--- config.mk ---
export PLATFORM = sky130hd
export DESIGN_NAME = song_timer
export DESIGN_NICKNAME = d
export VERILOG_FILES = /design/src/rtl/song_timer_pkg.sv /design/src/rtl/song_timer_tick_edge_detect.sv /design/src/rtl/song_timer.sv
export SDC_FILE = /design/constraint.sdc
export NUM_CORES = 1
export LEC_CHECK = 0
export ABC_AREA = 1
export BUFFER_PORTS_ARGS = -buffer_cell sky130_fd_sc_hd__buf_2
export CORE_MARGIN = 2
export CORE_UTILIZATION = 38
export CTS_CLUSTER_DIAMETER = 50
export DETAILED_ROUTE_END_ITERATION = 12
export PLACE_DENSITY_LB_ADDON = 0.3
export SLEW_MARGIN = 20
export SYNTH_ARGS = -nofsm -noshare
export SYNTH_HDL_FRONTEND = slang
export SYNTH_SLANG_ARGS = --single-unit
export TNS_END_PERCENT = 10
--- constraint.sdc ---
create_clock -name clock_104mhz -period 2.7 [get_ports clock_104mhz]
set_clock_uncertainty 0.05 [all_clocks]
set_input_delay 0.54 -clock clock_104mhz [delete_from_list [all_inputs] [get_ports clock_104mhz]]
set_output_delay 0.54 -clock clock_104mhz [all_outputs]
set_load 0.03 [all_outputs]
--- src/rtl/song_timer_pkg.sv ---
// Shared types and sizing helpers for the song timer.
package song_timer_pkg;

  typedef enum logic [1:0] {
    ST_IDLE    = 2'd0,
    ST_RUNNING = 2'd1,
    ST_PAUSED  = 2'd2,
    ST_DONE    = 2'd3
  } state_t;

  localparam int POS_W_DEFAULT          = 16;
  localparam int TPS_W_DEFAULT          = 16;
  localparam int STEPS_PER_BEAT_DEFAULT = 4;

  // A single-step beat still needs a 1-bit counter to keep the vector legal.
  function automatic int beat_cnt_width(input int steps_per_beat);
    return (steps_per_beat > 1) ? $clog2(steps_per_beat) : 1;
  endfunction

endpackage

--- src/rtl/song_timer_tick_edge_detect.sv ---
// Rising-edge pulse generator for the divided tick level.
// Define TICK_SYNC_EN to insert a 2-flop synchroniser ahead of the edge detect.
module tick_edge_detect
  import song_timer_pkg::*;
(
  input  logic clock_104mhz,
  input  logic reset_n,
  input  logic tick_in,
  output logic tick_pulse
);

  logic tick_s;
  logic tick_d_reg;

`ifdef TICK_SYNC_EN
  logic [1:0] sync_reg;

  always_ff @(posedge clock_104mhz or negedge reset_n) begin
    if (!reset_n) begin
      sync_reg <= 2'b00;
    end else begin
      sync_reg <= {sync_reg[0], tick_in};
    end
  end

  assign tick_s = sync_reg[1];
`else
  // Divider output is already in this clock domain, so no synchroniser.
  assign tick_s = tick_in;
`endif

  always_ff @(posedge clock_104mhz or negedge reset_n) begin
    if (!reset_n) begin
      tick_d_reg <= 1'b0;
    end else begin
      tick_d_reg <= tick_s;
    end
  end

  assign tick_pulse = tick_s & ~tick_d_reg;

endmodule

--- src/rtl/song_timer.sv ---
// Song-time generator: counts tick edges into steps and beats under start/pause/stop control.
// Optional macro TICK_SYNC_EN (handled in tick_edge_detect) adds a 2-flop tick synchroniser.
module song_timer
  import song_timer_pkg::*;
#(
  parameter int POS_W          = POS_W_DEFAULT,
  parameter int STEPS_PER_BEAT = STEPS_PER_BEAT_DEFAULT,
  parameter int TPS_W          = TPS_W_DEFAULT
) (
  input  logic             clock_104mhz,
  input  logic             reset_n,
  input  logic             tick_in,
  input  logic             start,
  input  logic             pause,
  input  logic             stop,
  input  logic [TPS_W-1:0] ticks_per_step,
  input  logic [POS_W-1:0] song_length,
  output logic [POS_W-1:0] position,
  output logic             step_strobe,
  output logic             beat_strobe,
  output logic             running,
  output logic             done
);

  localparam int                BEAT_W    = beat_cnt_width(STEPS_PER_BEAT);
  localparam logic [BEAT_W-1:0] BEAT_LAST = BEAT_W'(STEPS_PER_BEAT - 1);

  logic tick_pulse;

  tick_edge_detect u_tick_edge_detect (
    .clock_104mhz (clock_104mhz),
    .reset_n      (reset_n),
    .tick_in      (tick_in),
    .tick_pulse   (tick_pulse)
  );

  state_t            state_reg, state_next;
  logic [TPS_W-1:0]  tick_cnt_reg, tick_cnt_next;
  logic [TPS_W-1:0]  tps_reg, tps_next;
  logic [POS_W-1:0]  pos_reg, pos_next;
  logic [POS_W-1:0]  len_reg, len_next;
  logic [BEAT_W-1:0] beat_cnt_reg, beat_cnt_next;
  logic              step_reg, step_next;
  logic              beat_reg, beat_next;
  logic              launch;

  always_ff @(posedge clock_104mhz or negedge reset_n) begin
    if (!reset_n) begin
      state_reg    <= ST_IDLE;
      tick_cnt_reg <= '0;
      tps_reg      <= '0;
      pos_reg      <= '0;
      len_reg      <= '0;
      beat_cnt_reg <= '0;
      step_reg     <= 1'b0;
      beat_reg     <= 1'b0;
    end else begin
      state_reg    <= state_next;
      tick_cnt_reg <= tick_cnt_next;
      tps_reg      <= tps_next;
      pos_reg      <= pos_next;
      len_reg      <= len_next;
      beat_cnt_reg <= beat_cnt_next;
      step_reg     <= step_next;
      beat_reg     <= beat_next;
    end
  end

  always_comb begin
    state_next    = state_reg;
    tick_cnt_next = tick_cnt_reg;
    tps_next      = tps_reg;
    pos_next      = pos_reg;
    len_next      = len_reg;
    beat_cnt_next = beat_cnt_reg;
    step_next     = 1'b0;
    beat_next     = 1'b0;
    launch        = 1'b0;

    if (stop) begin
      state_next    = ST_IDLE;
      tick_cnt_next = '0;
      pos_next      = '0;
      beat_cnt_next = '0;
    end else begin
      case (state_reg)
        ST_IDLE: begin
          if (!pause && start) launch = 1'b1;
        end
        ST_RUNNING: begin
          // Pause outranks a tick arriving in the same cycle.
          if (pause) begin
            state_next = ST_PAUSED;
          end else if (tick_pulse) begin
            if (tick_cnt_reg == tps_reg - TPS_W'(1)) begin
              tick_cnt_next = '0;
              step_next     = 1'b1;
              if (beat_cnt_reg == BEAT_LAST) begin
                beat_cnt_next = '0;
                beat_next     = 1'b1;
              end else begin
                beat_cnt_next = beat_cnt_reg + BEAT_W'(1);
              end
              if (pos_reg == len_reg - POS_W'(1)) begin
                state_next = ST_DONE;
              end else begin
                pos_next = pos_reg + POS_W'(1);
              end
            end else begin
              tick_cnt_next = tick_cnt_reg + TPS_W'(1);
            end
          end
        end
        ST_PAUSED: begin
          if (!pause && start) state_next = ST_RUNNING;
        end
        ST_DONE: begin
          if (start) launch = 1'b1;
        end
        default: state_next = ST_IDLE;
      endcase
    end

    if (launch) begin
      tps_next      = (ticks_per_step == '0) ? TPS_W'(1) : ticks_per_step;
      len_next      = song_length;
      tick_cnt_next = '0;
      pos_next      = '0;
      beat_cnt_next = '0;
      state_next    = (song_length == '0) ? ST_DONE : ST_RUNNING;
    end
  end

  assign position    = pos_reg;
  assign step_strobe = step_reg;
  assign beat_strobe = beat_reg;
  assign running     = (state_reg == ST_RUNNING);
  assign done        = (state_reg == ST_DONE);

endmodule

==> results.yml, run 1 <==
outcome:
  outcome: "completed"
floorplanning:
  ios: 58
  die_y_um: 121
  die_w_um: 121
  rows: 42
  initial_core_util_pct: 39.2
  dieArea_um2: 14700
  core-area_um2: 13300
cells_and_area:
  drive_gt1_share_pct: 17.9
  fill_cells: 1421
  syn_to_final_growth_pct: 15.7
  fin_nets: 876
  post-route-util_pct: 45.3
  antenna_cells: 0
drt:
  drt-wirelength-per-cell_um: 13.2
  drt_iter0_drc: 258
  firstDrtPassIters: 5
  routed_via_density: 4.89
  drc: 0
  postRouteAntennaNets: 0
  wirelength_um: 13400
  via_count: 4929
timing:
  drv_slew: 0
  worst_pin_slew_ns: 0.551
  hold_violations: 0
  holdWs_ns: 0.138
  min_period_ns: 2.47
  period_share_pct: 91.3
  finalSetupViolations: 0
  relSlewSlack_pct: 63.3
  timing.fmax_mhz: 406
synthesis:
  ys.flop_type: "dfrtp_1"
  yosysTopAreaCellShare_pct: 34.0
  synth_edf_count: 0
  syn_nets: 813
  yosysSeqAreaShare_pct: 34.0
  synthArstFlopShare_pct: 100
  synth_cell_types: 42
  synth-seq-cells: 71
  yosys-top-cells-area: "dfrtp_1 (34%), nand2_1 (17%), inv_1 (6.6%)"
  syn_inst: 766
  synth_top_area_cell: "dfrtp_1"
  syn_avg_cell_area_um2: 6.83
  synth_area_um2: 5230
  yosysWarnings: 0
clock_network:
  clock_path_buffers: 2
  clk_latency_ns: 0.33
  cts_setup_buffers: 0
  clk_pin_slew_ns: 0.06
  htree_levels: 3
  cts_buffers: 9
  clock-sinks: 71
  cts_tree: "built"
  cts-root-buf: "clkbuf_16"
critical_path:
  path_class: "reg2reg"
  reg2regPathDepth: 14
  setup.reg_to_reg.worst_slack_ns: 0.23
  endpoint_kind: "register"
  start_kind: "register"
  reg2reg_to: "position[7]$_DFFE_PN0P_"
  arrival_ns: 2.68
  rr_startpoint: "len_reg[0]$_DFFE_PN0P_"
  path_max_fanout: 32
  required_ns: 2.92
place:
  dpl.hpwl_um: 10500
  io_buffers: 57
  gp_congestion: 0.896
grt:
  overflow: 0
  grt_max_degree: 41
  grt_pass1_vias: 4798
  antenna_found_initial: 0
  grtUsageTotal_pct: 19.6
  grt_pass1_wl_um: 23100
power:
  power.total_mw: 5.39
  power.leakage_nw: 2.99
  p_per_area_nw_per_um2: 891
  peakVddDrop_mv: 0.486
worst_hold_path:
  hp-class: "in2async"
flow_run:
  drv_cap: 0
==> area by class of cell <==
cell class | count | area (um^2) | area share [%]
clock buffer | 12 | 246 | 4.07
clock inverter | 3 | 67.6 | 1.12
inverter | 100 | 375 | 6.20
multi-input combinational | 580 | 2990 | 49.4
sequential | 71 | 1780 | 29.4
tap | 176 | 220 | 3.64
timing repair buffer | 67 | 375 | 6.20
==> power breakdown <==
part	total [mW]	switching, mW	internal [mW]
clock	1.27	0.438	0.829
combinational	2.45	1.58	0.868
sequential	1.68	0.341	1.33
total	5.39	2.36	3.03
==> cell families (layout without fill, tap and decap cells) <==
family                   Yosys count  after routing  synth area share, %
AND/OR/NAND/NOR                  468            468                 40.9
buffers and inverters            115            182                 8.88
flip-flops                        71             71                 34.0
AO/OA/AOI/OAI                     69             69                 8.35
XOR/XNOR                          34             34                 5.70
adder cells (fa/ha/maj)            9              9                 2.15
==> metrics by stage <==
step,setup slack [ns],instance area [um^2],TNS (ns),cells
floorplan,0.555,5230,0,766
global placement,0.238,5740,0,994
detailed placement,0.212,5740,0,994
CTS,0.200,6050,0,1009
global route,-0.000917,6050,-0.000917,1009
finish,0.234,6050,0,1009
==> worst max path at each step <==
stage	start	endpoint	slack, ns	cells after the start
finish	len_reg[0]$_DFFE_PN0P_	position[7]$_DFFE_PN0P_	0.23	14
global route	len_reg[0]$_DFFE_PN0P_	position[15]$_DFFE_PN0P_	-0.0009	14
CTS	len_reg[0]$_DFFE_PN0P_	position[7]$_DFFE_PN0P_	0.20	14
detailed placement	len_reg[0]$_DFFE_PN0P_	position[7]$_DFFE_PN0P_	0.21	14
global placement	len_reg[0]$_DFFE_PN0P_	position[7]$_DFFE_PN0P_	0.24	14
floorplan	state_reg[1]$_DFFE_PN0P_	tick_cnt_reg[4]$_DFFE_PN0P_	0.56	11
==> cells in the final DEF, fill, tap and decap left out, drive strengths merged, types with 4 or more instances in the layout <==
master	count
o21ai	57
dfrtp	71
xor2	25
a21oi	4
xnor2	9
nor4	8
or2	4
inv	97
nand2	255
nor3	15
buf	67
nand3	59
nor2	92
nand4	24
nand3b	7
clkbuf	12
ha	9
==> cell usage after synthesis, types with 2 or more instances <==
master    number
nand2_1      231
inv_1         92
nor2_1        77
dfrtp_1       71
nand3_1       56
o21ai_0       39
xor2_1        25
nand4_1       24
nand2_2       23
o21ai_2       16
nor3_1        14
nor2_2        10
clkbuf_1       9
ha_1           9
xnor2_1        9
nor4_1         8
nand3b_1       7
inv_2          5
nor2_4         5
buf_6          4
a21oi_1        3
clkinv_1       3
or2_2          3
nand3_4        2
nor3b_1        2
o21ai_1        2
o21bai_1       2
==> metal layers <==
layer | up-vias | global-route usage, % | routed length [um] | part of all wire, %
li1 | 2565 | - | - | -
met2 | 83 | 35.1 | 6730 | 50
met3 | 16 | 3.57 | 458 | 3.4
met1 | 2265 | 24.1 | 5930 | 44
met5 | - | 0 | 0 | 0
met4 | 0 | 5.68 | 234 | 1.8
==> timing repair <==
item	4_1_cts	5_1_grt
setup endpoints to repair	0	16
resized for setup	0	1
hold buffers	0	0
==> critical path: stages (launching register included) <==
cell and delay (ns):
dfrtp_1 0.36, inv_1 0.11, ha_1 0.29, inv_1 0.05
or2_2 0.26, a22oi_1 0.22, nand3_1 0.13, nor2_1 0.10
nand3_1 0.09, nor2_2 0.15, nand2_1 0.12, nand3_4 0.08
buf_12 0.22, nand2_1 0.09, o21ai_2 0.06
Note: power is estimated with default switching activity, not from simulation.
==> run 2: changes to the inputs <==
--- a/config.mk
+++ b/config.mk
@@ -9,6 +9,7 @@
 export BUFFER_PORTS_ARGS = -buffer_cell sky130_fd_sc_hd__buf_2
 export CORE_MARGIN = 2
 export CORE_UTILIZATION = 38
+export CTS_BUF_LIST = sky130_fd_sc_hd__clkbuf_16
 export CTS_CLUSTER_DIAMETER = 50
 export DETAILED_ROUTE_END_ITERATION = 12
 export PLACE_DENSITY_LB_ADDON = 0.3
==> results.yml, run 2 (same netlist as run 1, synthesis figures left out) <==
critical_path:
  cpMaxStageDelayCell: "dfrtp_1"
  required_ns: 2.92
  critPathMaxStageDelay_ns: 0.36
  path_max_fanout: 32
  setup.reg_to_reg.worst_slack_ns: 0.23
  worstPathCellList: "inv_1 > ha_1 > inv_1 > or2_2 > a22oi_1 > nand3_1 > nor2_1 > nand3_1 > nor2_2 > nand2_1 > nand3_4 > buf_12 > nand2_1 > o21ai_2"
  reg2reg_to: "position[7]$_DFFE_PN0P_"
  reg2regPathDepth: 14
  endpoint_kind: "register"
  rr_startpoint: "len_reg[0]$_DFFE_PN0P_"
  start_kind: "register"
  path_class: "reg2reg"
  arrival_ns: 2.68
place:
  dpl.hpwl_um: 10500
  dp_cells: 994
  io_buffers: 57
  detailedPlace.worstSlack_ns: 0.212
  gp_congestion: 0.896
cells_and_area:
  drive_gt1_share_pct: 17.8
  fin_nets: 876
  multiInputGateArea_um2: 2990
  post-route-util_pct: 45.3
  antenna_cells: 0
  ff_latch_area_um2: 1780
  final_cells: 1009
  syn_to_final_growth_pct: 15.6
  fill_cells: 1421
  final_cell_mix: "nand2_1 (231), inv_1 (94), nor2_1 (76), dfrtp_1 (71)"
  layout_commonest_cell: "nand2_1"
power:
  p_per_area_nw_per_um2: 887
  power.leakage_nw: 2.99
  peakVddDrop_mv: 0.485
  power.total_mw: 5.36
timing:
  worst_pin_slew_ns: 0.551
  finalSetupViolations: 0
  timing.fmax_mhz: 406
  min_period_ns: 2.47
  setup_tns_ns: 0
  drv_slew: 0
  hold_violations: 0
  worst_slack_ns: 0.234
  period_share_pct: 91.3
  relSlewSlack_pct: 63.3
clock_network:
  htree_levels: 3
  cts_tree: "built"
  cts-root-buf: "clkbuf_16"
  clock-sinks: 71
  clk_latency_ns: 0.33
  clk_pin_slew_ns: 0.06
  cts_buffers: 9
  clock_path_buffers: 2
  ctsHoldBuffers: 0
drt:
  postRouteAntennaNets: 0
  firstDrtPassIters: 5
  routed_via_density: 4.87
  drt-wirelength-per-cell_um: 13.2
  via_count: 4912
  drt_iter0_drc: 256
  wirelength_um: 13400
  drc: 0
floorplanning:
  initial_core_util_pct: 39.2
  rows: 42
  die_y_um: 121
  core-area_um2: 13300
  die_w_um: 121
  dieArea_um2: 14700
  ios: 58
grt:
  grt_pass1_vias: 4801
  grt_max_degree: 41
  antenna_found_initial: 0
  overflow: 0
  grt_pass1_wl_um: 23100
  grtUsageTotal_pct: 19.7
outcome:
  outcome: "completed"
flow_run:
  drv_cap: 0
worst_hold_path:
  hp-class: "in2async"
-- run 2: repair_timing --
action	in CTS	in global routing
setup endpoints to repair	0	16
resized for setup	0	1
buffers inserted	0	0
-- run 2: critical path: cells and delay by family (launching register included) --
kind | cells | cell delay [ns]
adder cells (fa/ha/maj) | 1 | 0.29
buffers and inverters | 3 | 0.38
AO/OA/AOI/OAI | 2 | 0.28
flip-flops | 1 | 0.36
AND/OR/NAND/NOR | 8 | 1.02
-- run 2: final cells by class --
type,count,area share [%]
sequential,71,29.4
clock buffer,9,3.73
multi-input combinational,580,49.5
inverter,100,6.21
tap,176,3.64
timing repair buffer,67,6.21
clock inverter,6,1.30
-- run 2: layer usage --
layer,vias to the layer above,track usage [%],share of wire (%)
li1,2566,-,-
met1,2259,24.0,45
met2,71,35.2,50
met3,16,3.57,3.0
met4,0,5.68,1.8
met5,-,0,0
-- run 2: where the power goes --
group          leakage [nW]  total, mW  switching (mW)  internal (mW)
sequential            0.934       1.67           0.340           1.33
clock                 0.152       1.23           0.439          0.793
combinational          1.91       2.45            1.58          0.868
total                  2.99       5.36            2.36           3.00
-- run 2: worst max-delay path by stage --
stage	startpoint	endpoint	slack, ns
final	len_reg[0]$_DFFE_PN0P_	position[7]$_DFFE_PN0P_	0.23
after floorplan	state_reg[1]$_DFFE_PN0P_	tick_cnt_reg[4]$_DFFE_PN0P_	0.56
after detailed placement	len_reg[0]$_DFFE_PN0P_	position[7]$_DFFE_PN0P_	0.21
after global routing	len_reg[0]$_DFFE_PN0P_	position[15]$_DFFE_PN0P_	-0.0006
after global placement	len_reg[0]$_DFFE_PN0P_	position[7]$_DFFE_PN0P_	0.24
after CTS	len_reg[0]$_DFFE_PN0P_	position[7]$_DFFE_PN0P_	0.20
-- run 2: per-stage QoR --
stage	hold WS (ns)	cell area, um^2
finish	0.138	6040
global route	0.170	6040
CTS	0.156	6040
detailed placement	0.435	5740
global placement	0.430	5740
floorplan	0.194	5230
==> run 3: changes to the inputs <==
--- a/config.mk
+++ b/config.mk
@@ -6,7 +6,7 @@
 export NUM_CORES = 1
 export LEC_CHECK = 0
 export ABC_AREA = 1
-export BUFFER_PORTS_ARGS = -buffer_cell sky130_fd_sc_hd__buf_2
+export BUFFER_PORTS_ARGS = -buffer_cell sky130_fd_sc_hd__buf_4
 export CORE_MARGIN = 2
 export CORE_UTILIZATION = 38
 export CTS_BUF_LIST = sky130_fd_sc_hd__clkbuf_16
==> results.yml, run 3 (same netlist as run 1, synthesis figures left out) <==
floorplanning:
  dieArea_um2: 14700
  die_y_um: 121
  die_w_um: 121
  rows: 42
  initial_core_util_pct: 39.2
  ios: 58
  core-area_um2: 13300
timing:
  worst_slack_ns: 0.224
  worst_pin_slew_ns: 0.556
  relSlewSlack_pct: 62.6
  holdWs_ns: 0.125
  rsz0062_at_grt: "false"
  min_period_ns: 2.48
  finalSetupViolations: 0
  setup_tns_ns: 0
  period_share_pct: 91.7
  hold_violations: 0
  timing.fmax_mhz: 404
  drv_slew: 0
clock_network:
  clk_latency_ns: 0.35
  cts_buffers: 9
  cts-root-buf: "clkbuf_16"
  clk_pin_slew_ns: 0.06
  clock_path_buffers: 2
  cts_tree: "built"
  ctsHoldBuffers: 0
  htree_levels: 3
  clock-sinks: 71
grt:
  grt_pass1_vias: 5000
  grt_pass1_wl_um: 23400
  grt_max_degree: 40
  overflow: 0
  grtUsageTotal_pct: 20.1
  antenna_found_initial: 0
critical_path:
  required_ns: 2.92
  path_class: "reg2reg"
  arrival_ns: 2.70
  setup.reg_to_reg.worst_slack_ns: 0.22
  path_max_fanout: 9
  endpoint_kind: "register"
  start_kind: "register"
drt:
  postRouteAntennaNets: 0
  routed_via_density: 4.94
  via_count: 5009
  drt_iter0_drc: 322
  drc: 0
  firstDrtPassIters: 4
  wirelength_um: 13600
  drt-wirelength-per-cell_um: 13.4
cells_and_area:
  final_cells: 1014
  syn_to_final_growth_pct: 18.4
  fill_cells: 1401
  antenna_cells: 0
  finish.instance_area_um2: 6190
  fin_nets: 880
  final_cell_mix: "nand2_1 (231), inv_1 (93), nor2_1 (76), dfrtp_1 (71), buf_4 (70)"
  drive_gt1_share_pct: 18.3
  layout_commonest_cell: "nand2_1"
place:
  dp_cells: 995
  io_buffers: 57
  placed_cell_area_um2: 5880
  dpl.hpwl_um: 10600
  detailedPlace.worstSlack_ns: 0.215
  gp_congestion: 0.923
power:
  p_per_area_nw_per_um2: 861
  peakVddDrop_mv: 0.529
  power.leakage_nw: 3.03
outcome:
  outcome: "completed"
worst_hold_path:
  hp-class: "in2async"
flow_run:
  drv_cap: 0
## run 3: cell count changes in the layout (fill, tap and decap cells not counted), sizes merged
cell | before | now
clkinvlp | 1 | 0
buf | 67 | 71
bufinv | 2 | 1
clkinv | 4 | 8
inv | 99 | 98
## run 3: per-stage QoR
stage | util (%) | total power, mW
2_1_floorplan | - | 3.57
3_3_place_gp | 44.1 | 4.14
3_5_place_dp | 44.1 | 4.16
4_1_cts | 46.2 | 5.33
5_1_grt | 46.4 | 5.86
6_report | 46.4 | 5.33
## run 3: metal layers
metal | vias to the layer above | wire length (um) | track usage (%)
li1 | 2574 | - | -
met3 | 33 | 622 | 5.55
met1 | 2293 | 5830 | 23.4
met2 | 109 | 6710 | 34.9
met5 | - | 0 | 0
met4 | 0 | 429 | 7.83
## run 3: timing repair
item,4_1_cts,5_1_grt
resized for setup,0,2
setup buffers,0,3
endpoints found under the setup margin,0,4
## run 3: final timing paths
| check | from | endpoint | depth (start not counted) |
|---|---|---|---|
| hold / removal | reset_n | len_reg[11]$_DFFE_PN0P_ | 1 |
| setup / recovery | len_reg[0]$_DFFE_PN0P_ | position[7]$_DFFE_PN0P_ | 14 |
| max in group asynchronous | reset_n | position[5]$_DFFE_PN0P_ | 2 |
| min in group clock_104mhz | tick_in | u_tick_edge_detect.tick_d_reg$_DFF_PN0_ | 1 |
| setup reg to reg | len_reg[0]$_DFFE_PN0P_ | position[7]$_DFFE_PN0P_ | 14 |
| hold reg to reg | tps_reg[15]$_DFFE_PN0P_ | tps_reg[15]$_DFFE_PN0P_ | 2 |
## run 3: area by class of cell
class | instances | area (um^2) | area share, %
inverters | 100 | 375 | 6.06
clock buffers | 9 | 225 | 3.64
clock inverters | 7 | 55.1 | 0.889
repair buffers | 71 | 546 | 8.81
well taps | 176 | 220 | 3.56
multi-input cells | 580 | 2990 | 48.3
flip-flops and latches | 71 | 1780 | 28.7
## run 3: power breakdown
| group | leakage [nW] | internal, mW | switching [mW] |
|---|---|---|---|
| combinational | 1.96 | 0.910 | 1.59 |
| sequential | 0.934 | 1.33 | 0.345 |
| clock | 0.143 | 0.698 | 0.454 |
## run 3: worst max-delay path, cell delays in order, from the launching register on
cell     delay, ns
dfrtp_1       0.36
inv_1         0.10
ha_2          0.32
inv_1         0.04
or2_2         0.26
a22oi_1       0.22
nand3_1       0.12
nor2_1        0.09
nand3_1       0.09
nor2_2        0.13
nand2_1       0.11
nand3_4       0.17
buf_4         0.19
nand2_1       0.07
o21ai_2       0.07
